### src/rtl/psum_wb_pkg.sv
// psum_writeback shared types: FSM state codes, default widths and
// the pass base-address product used by the address generator.
package psum_wb_pkg;

  localparam int PSUM_BW = 16;
  localparam int COL     = 8;
  localparam int PMEM_AW = 9;
  localparam int NIJ_W   = 7;
  localparam int KIJ_W   = 4;
  localparam int PROD_W  = KIJ_W + NIJ_W;

  typedef logic [1:0] state_t;

  localparam state_t S_IDLE  = 2'd0;
  localparam state_t S_DRAIN = 2'd1;
  localparam state_t S_FLUSH = 2'd2;
  localparam state_t S_DONE  = 2'd3;

  // Full-width product so the overflow check never sees a wrapped base.
  function automatic logic [PROD_W-1:0] calc_base(
    input logic [KIJ_W-1:0] k,
    input logic [NIJ_W-1:0] n
  );
    return PROD_W'(k) * PROD_W'(n);
  endfunction

endpackage

### src/rtl/psum_wb_addr_gen.sv
// PMEM address generator: latches base=kij*len_nij on start, counts rows.
// Ports: start/inc in, kij/len_nij in; addr, last, ovf (range check) out.
module psum_wb_addr_gen
  import psum_wb_pkg::*;
#(
  parameter int addr_w = PMEM_AW,
  parameter int nij_w  = NIJ_W,
  parameter int kij_w  = KIJ_W
) (
  input  logic              clk,
  input  logic              reset,
  input  logic              start,
  input  logic              inc,
  input  logic [kij_w-1:0]  kij,
  input  logic [nij_w-1:0]  len_nij,
  output logic [addr_w-1:0] addr,
  output logic              last,
  output logic              ovf
);

  localparam int PW = kij_w + nij_w;
  localparam int SW = PW + 1;
  localparam logic [SW-1:0] LIMIT = SW'(1) << addr_w;

  logic [PW-1:0]     prod;
  logic [SW-1:0]     end_x;
  logic [addr_w-1:0] base_q;
  logic [nij_w-1:0]  len_q;
  logic [nij_w-1:0]  cnt_q;

  assign prod = calc_base(kij, len_nij);

  // base+len > 2^addr_w  <=>  last row address past the top of PMEM.
  assign end_x = {1'b0, prod} + SW'(len_nij);
  assign ovf   = (len_nij == '0) | (end_x > LIMIT);

  always_ff @(posedge clk or negedge reset) begin
    if (!reset) begin
      base_q <= '0;
      len_q  <= '0;
      cnt_q  <= '0;
    end else if (start) begin
      base_q <= prod[addr_w-1:0];
      len_q  <= len_nij;
      cnt_q  <= '0;
    end else if (inc) begin
      cnt_q  <= cnt_q + nij_w'(1);
    end
  end

  assign addr = base_q + addr_w'(cnt_q);
  assign last = (cnt_q == len_q - nij_w'(1));

endmodule

### src/rtl/psum_writeback.sv
// OFIFO -> PMEM psum row writer; ports: start/kij/len_nij/pause, OFIFO
// pop side, registered PMEM pins, busy/done/ovf (+cksum if PSUM_WB_CKSUM_EN).
module psum_writeback
  import psum_wb_pkg::*;
#(
  parameter int col     = COL,
  parameter int psum_bw = PSUM_BW,
  parameter int addr_w  = PMEM_AW,
  parameter int nij_w   = NIJ_W,
  parameter int kij_w   = KIJ_W
) (
  input  logic                   clk,
  input  logic                   reset,
  input  logic                   start,
  input  logic [kij_w-1:0]       kij,
  input  logic [nij_w-1:0]       len_nij,
  input  logic                   pause,
  input  logic                   ofifo_valid,
  input  logic [col*psum_bw-1:0] ofifo_data,
  output logic                   ofifo_rd,
  output logic                   CEN_pmem,
  output logic                   WEN_pmem,
  output logic [addr_w-1:0]      A_pmem,
  output logic [col*psum_bw-1:0] D_pmem,
  output logic                   busy,
  output logic                   done,
  output logic                   ovf
`ifdef PSUM_WB_CKSUM_EN
  ,
  output logic [psum_bw-1:0]     cksum
`endif
);

  state_t            state_q;
  logic              pop;
  logic              go;
  logic              bad;
  logic              last;
  logic [addr_w-1:0] addr;

  assign pop      = (state_q == S_DRAIN) & ofifo_valid & ~pause;
  assign go       = (state_q == S_IDLE) & start;
  assign ofifo_rd = pop;
  assign busy     = (state_q != S_IDLE);
  assign done     = (state_q == S_DONE);

  psum_wb_addr_gen #(
    .addr_w (addr_w),
    .nij_w  (nij_w),
    .kij_w  (kij_w)
  ) u_addr (
    .clk     (clk),
    .reset   (reset),
    .start   (go),
    .inc     (pop),
    .kij     (kij),
    .len_nij (len_nij),
    .addr    (addr),
    .last    (last),
    .ovf     (bad)
  );

  always_ff @(posedge clk or negedge reset) begin
    if (!reset) begin
      state_q  <= S_IDLE;
      CEN_pmem <= 1'b1;
      WEN_pmem <= 1'b1;
      A_pmem   <= '0;
      D_pmem   <= '0;
      ovf      <= 1'b0;
    end else begin
      CEN_pmem <= ~pop;
      WEN_pmem <= ~pop;
      if (pop) begin
        A_pmem <= addr;
        D_pmem <= ofifo_data;
      end
      if (go && bad)
        ovf <= 1'b1;
      unique case (1'b1)
        (state_q == S_IDLE):
          if (start)
            state_q <= bad ? S_DONE : S_DRAIN;
        (state_q == S_DRAIN):
          if (pop && last)
            state_q <= S_FLUSH;
        (state_q == S_FLUSH):
          state_q <= S_DONE;
        (state_q == S_DONE):
          state_q <= S_IDLE;
        default:
          state_q <= S_IDLE;
      endcase
    end
  end

`ifdef PSUM_WB_CKSUM_EN
  logic [psum_bw-1:0] fold;

  always_comb begin
    fold = '0;
    for (int i = 0; i < col; i++)
      fold = fold ^ ofifo_data[i*psum_bw +: psum_bw];
  end

  always_ff @(posedge clk or negedge reset) begin
    if (!reset)
      cksum <= '0;
    else if (go)
      cksum <= '0;
    else if (pop)
      cksum <= cksum ^ fold;
  end
`endif

endmodule

### config.mk
export PLATFORM = sky130hd
export DESIGN_NAME = psum_writeback
export DESIGN_NICKNAME = d
export VERILOG_FILES = /design/src/rtl/psum_wb_pkg.sv /design/src/rtl/psum_wb_addr_gen.sv /design/src/rtl/psum_writeback.sv
export SDC_FILE = /design/constraint.sdc
export NUM_CORES = 1
export LEC_CHECK = 0
export ABC_AREA = 1
export CORE_MARGIN = 2
export CORE_UTILIZATION = 29
export CTS_BUF_LIST = sky130_fd_sc_hd__clkbuf_4 sky130_fd_sc_hd__clkbuf_8
export DETAILED_ROUTE_END_ITERATION = 7
export GPL_ROUTABILITY_DRIVEN = 0
export GPL_TIMING_DRIVEN = 0
export PLACE_DENSITY_LB_ADDON = 0.25
export SLEW_MARGIN = 20
export SYNTH_ARGS = -nofsm -noshare
export SYNTH_HDL_FRONTEND = slang
export SYNTH_SLANG_ARGS = --single-unit
### constraint.sdc
create_clock -name clk -period 5.4 [get_ports clk]
set_input_delay 1.08 -clock clk [delete_from_list [all_inputs] [get_ports clk]]
set_output_delay 1.08 -clock clk [all_outputs]
set_load 0.005 [all_outputs]
==> key figures <==
Finish
  • Layout area overhead: 47.2%
  • Final instance area: roughly 12000 µm²
  • Share of cells above drive strength 1: roughly 3.6%
  • Final cell count without fillers: around 1700
  • Final #Nets: between 1500 and 2000

Logic synthesis
  • Post-synth top area cell: dfrtp_1
  • Post-synth EDFFs: 0
  • Syn_nets: 1210
  • Post-synthesis sequential area ratio: approximately half
  • Post-synthesis cell count: between 1000 and 1500
  • Commonest cells in the netlist: nand2_1, dfrtp_1, inv_1
  • Syn_area_per_cell: 7.91 µm²
  • Synth Flop Type: dfrtp_1
  • Top-count cell post-synth: nand2_1
  • Synthesized flop and latch total: roughly 160
  • Synth top area cells: dfrtp_1, nand2_1, ha_1
  • Distinct cells, synth: 35
  • Area of the mapped netlist: ~8100 µm²
  • Synth top area share: approximately 51%
  • Synth warn: 0
  • Synth async-reset ratio: between 90% and 100%

Job
  • Max Cap Violations: 0

Setup path
  • R2r endpoint: D_pmem[121]
  • Most used cell, CP: nand2_1
  • Reg2reg start: state_q[1]
  • Worst reg2reg setup slack: between 2 and 3 ns
  • R2R cell count: 8
  • WP data arrival: around 5.3 ns
  • CP max FO: 6
  • Setup CP Type: primary input to flop
  • Slowest stage delay, CP: 0.53 ns
  • Crit path required time: around 5.8 ns
  • Crit end category: flop
  • Slowest cell on the critical path: clkdlybuf4s50_1
  • Critical Path Start Type: primary input

Clock tree
  • CTS max path bufs: 2
  • CTS tree: done
  • Post-CTS Setup Inserts: 0
  • CTS Root Cell: clkbuf_8
  • CTS clk-pin slew, worst paths: ~0.11 ns
  • Worst skew pair latency: around 0.46 ns
  • Sink Count: ~160
  • H-tree Lvls: 4
  • Inserted Clock Buffers: 17

Detailed routing
  • 1st-iter DRT viols: between 300 and 400
  • Antenna viol nets, final: 0
  • Avg WL per Cell: approximately 15 µm
  • Total wire length: approximately 25000 µm
  • Residual DRC: 0
  • Via density: around 4.3
  • Vias: between 7000 and 8000
  • DRT Pass-1 Iters: 4

Global route
  • Initial antenna violation count: 4
  • Pin count of the biggest net entering global routing: 69
  • Global Route Usage Sum: ~17%
  • First-pass GRT wire length: roughly 38000 µm
  • GRT overflow: 0
  • Vias in the first global route: approximately 6800

Die
  • Die height: about 170 µm
  • Core area: between 20000 and 30000 µm²
  • FP Rows: 61
  • Die area: between 20000 and 30000 µm²
  • Chip width: roughly 170 µm
  • Initial Util: between 20% and 30%
  • I/O pin cnt: between 200 and 300

Placement
  • Dpl cells: 1685
  • PortBufs: roughly 290
  • Placed inst area: roughly 11000 µm²
  • Post-DP HPWL: slightly below 20000 µm

STA
  • Slew headroom: between 50% and 60%
  • Tcrit/Tclk final: roughly 91%
  • Max Freq: 202 MHz
  • Worst Tran Pin Value: 0.722 ns
  • RSZ-0062 raised after global routing: false
  • Setup total negative slack: 0 ns
  • Final hold violations: 0
  • Final setup viols: 0
  • Clock skew: ~0.023 ns
  • Fin. max-slew vios: 0
  • Period minus WS final: 4.94 ns

Worst hold path
  • Worst hold path type: primary input to async pin

Power
  • PwrDens: between 400 and 500 nW/µm²
  • Lkg Pwr: around 6 nW
  • Tot Pwr: 0.00571 W
  • Worst vdd ir: around 0.00015 V

Outcome
  • Status: completed
cell families after synthesis:
group / Yosys count / share of synthesized area (%)
simple gates: 605 / 29.0
flops: 164 / 50.9
buf+inv: 129 / 6.06
compound gates: 60 / 4.05
fa+ha+maj: 46 / 8.25
xor+xnor: 16 / 1.74
worst max-delay path: cells and delay by family:
kind	cells	cell delay, ns
fa+ha+maj	4	1.66
simple gates	17	1.38
buf+inv	6	0.79
xor+xnor	1	0.23
compound gates	1	0.14
stage by stage:
step / hold WS, ns / setup slack [ns] / utilization [%]
final: 0.475 / 0.461 / 43.1
after global routing: 0.476 / 0.0277 / 43.1
after detailed placement: 0.457 / -0.335 / 41.6
after floorplan: 0.451 / 0.845 / -
after global placement: 0.452 / -3.94 / 41.3
after CTS: 0.475 / 0.174 / 43.0
registers in the layout (all words and copies together) (netlist names):
name and flops:
u_addr.base_q 9, A_pmem 9, WEN_pmem 1, D_pmem 128, state_q 2, ovf 1
u_addr.cnt_q 7, u_addr.len_q 7
power by group:
group	internal [W]	switching, W
combinational	0.00146	0.00119
clock	0.000393	0.000501
sequential	0.00182	0.000338
worst max path at each step:
stage	from	to	slack [ns]	depth (start not counted)
2_1_floorplan	len_nij[0]	state_q[1]	0.85	26
3_3_place_gp	reset	D_pmem[1]	-3.94	1
3_5_place_dp	len_nij[1]	state_q[1]	-0.34	27
4_1_cts	len_nij[1]	state_q[1]	0.17	27
5_1_grt	len_nij[3]	state_q[1]	0.03	29
6_report	len_nij[3]	state_q[1]	0.46	29
layout make-up:
| cell class | instances | area, µm² |
|---|---|---|
| clock buffer | 19 | 249 |
| fill | 2777 | 15700 |
| multi-input combinational | 727 | 3470 |
| clock inverter | 13 | 141 |
| timing repair buffer | 287 | 2930 |
| sequential | 164 | 4110 |
| tap | 378 | 473 |
| inverter | 93 | 349 |
| buffer | 36 | 140 |
| antenna | 5 | 12.5 |
cells in the final DEF (no fill, tap or decap), drive strengths merged, types with 4 or more instances in the layout:
cell type and instances:
o21ai 33, inv 98, ha 34, dlymetal6s2s 6, clkdlybuf4s50 278, dfrtp 163, a21oi 19, diode 5
fa 12, xnor2 9, nor2 25, nand4 4, clkbuf 50, xor2 7, nand2 545, buf 8
clkinv 6, nand3 23
per-layer routing:
metal | global-route usage, % | vias up | share of wire, %
li1 | - | 3722 | -
met3 | 4.65 | 21 | 7.0
met2 | 29.2 | 178 | 49
met5 | 0 | - | 0
met4 | 5.43 | 0 | 1.6
met1 | 20.2 | 3398 | 42
timing repair:
action                                  CTS  global route
gates resized for setup                   0             6
endpoints found under the setup margin    0             2
hold buffers                              0             0
(Power assumes the default switching activity.)
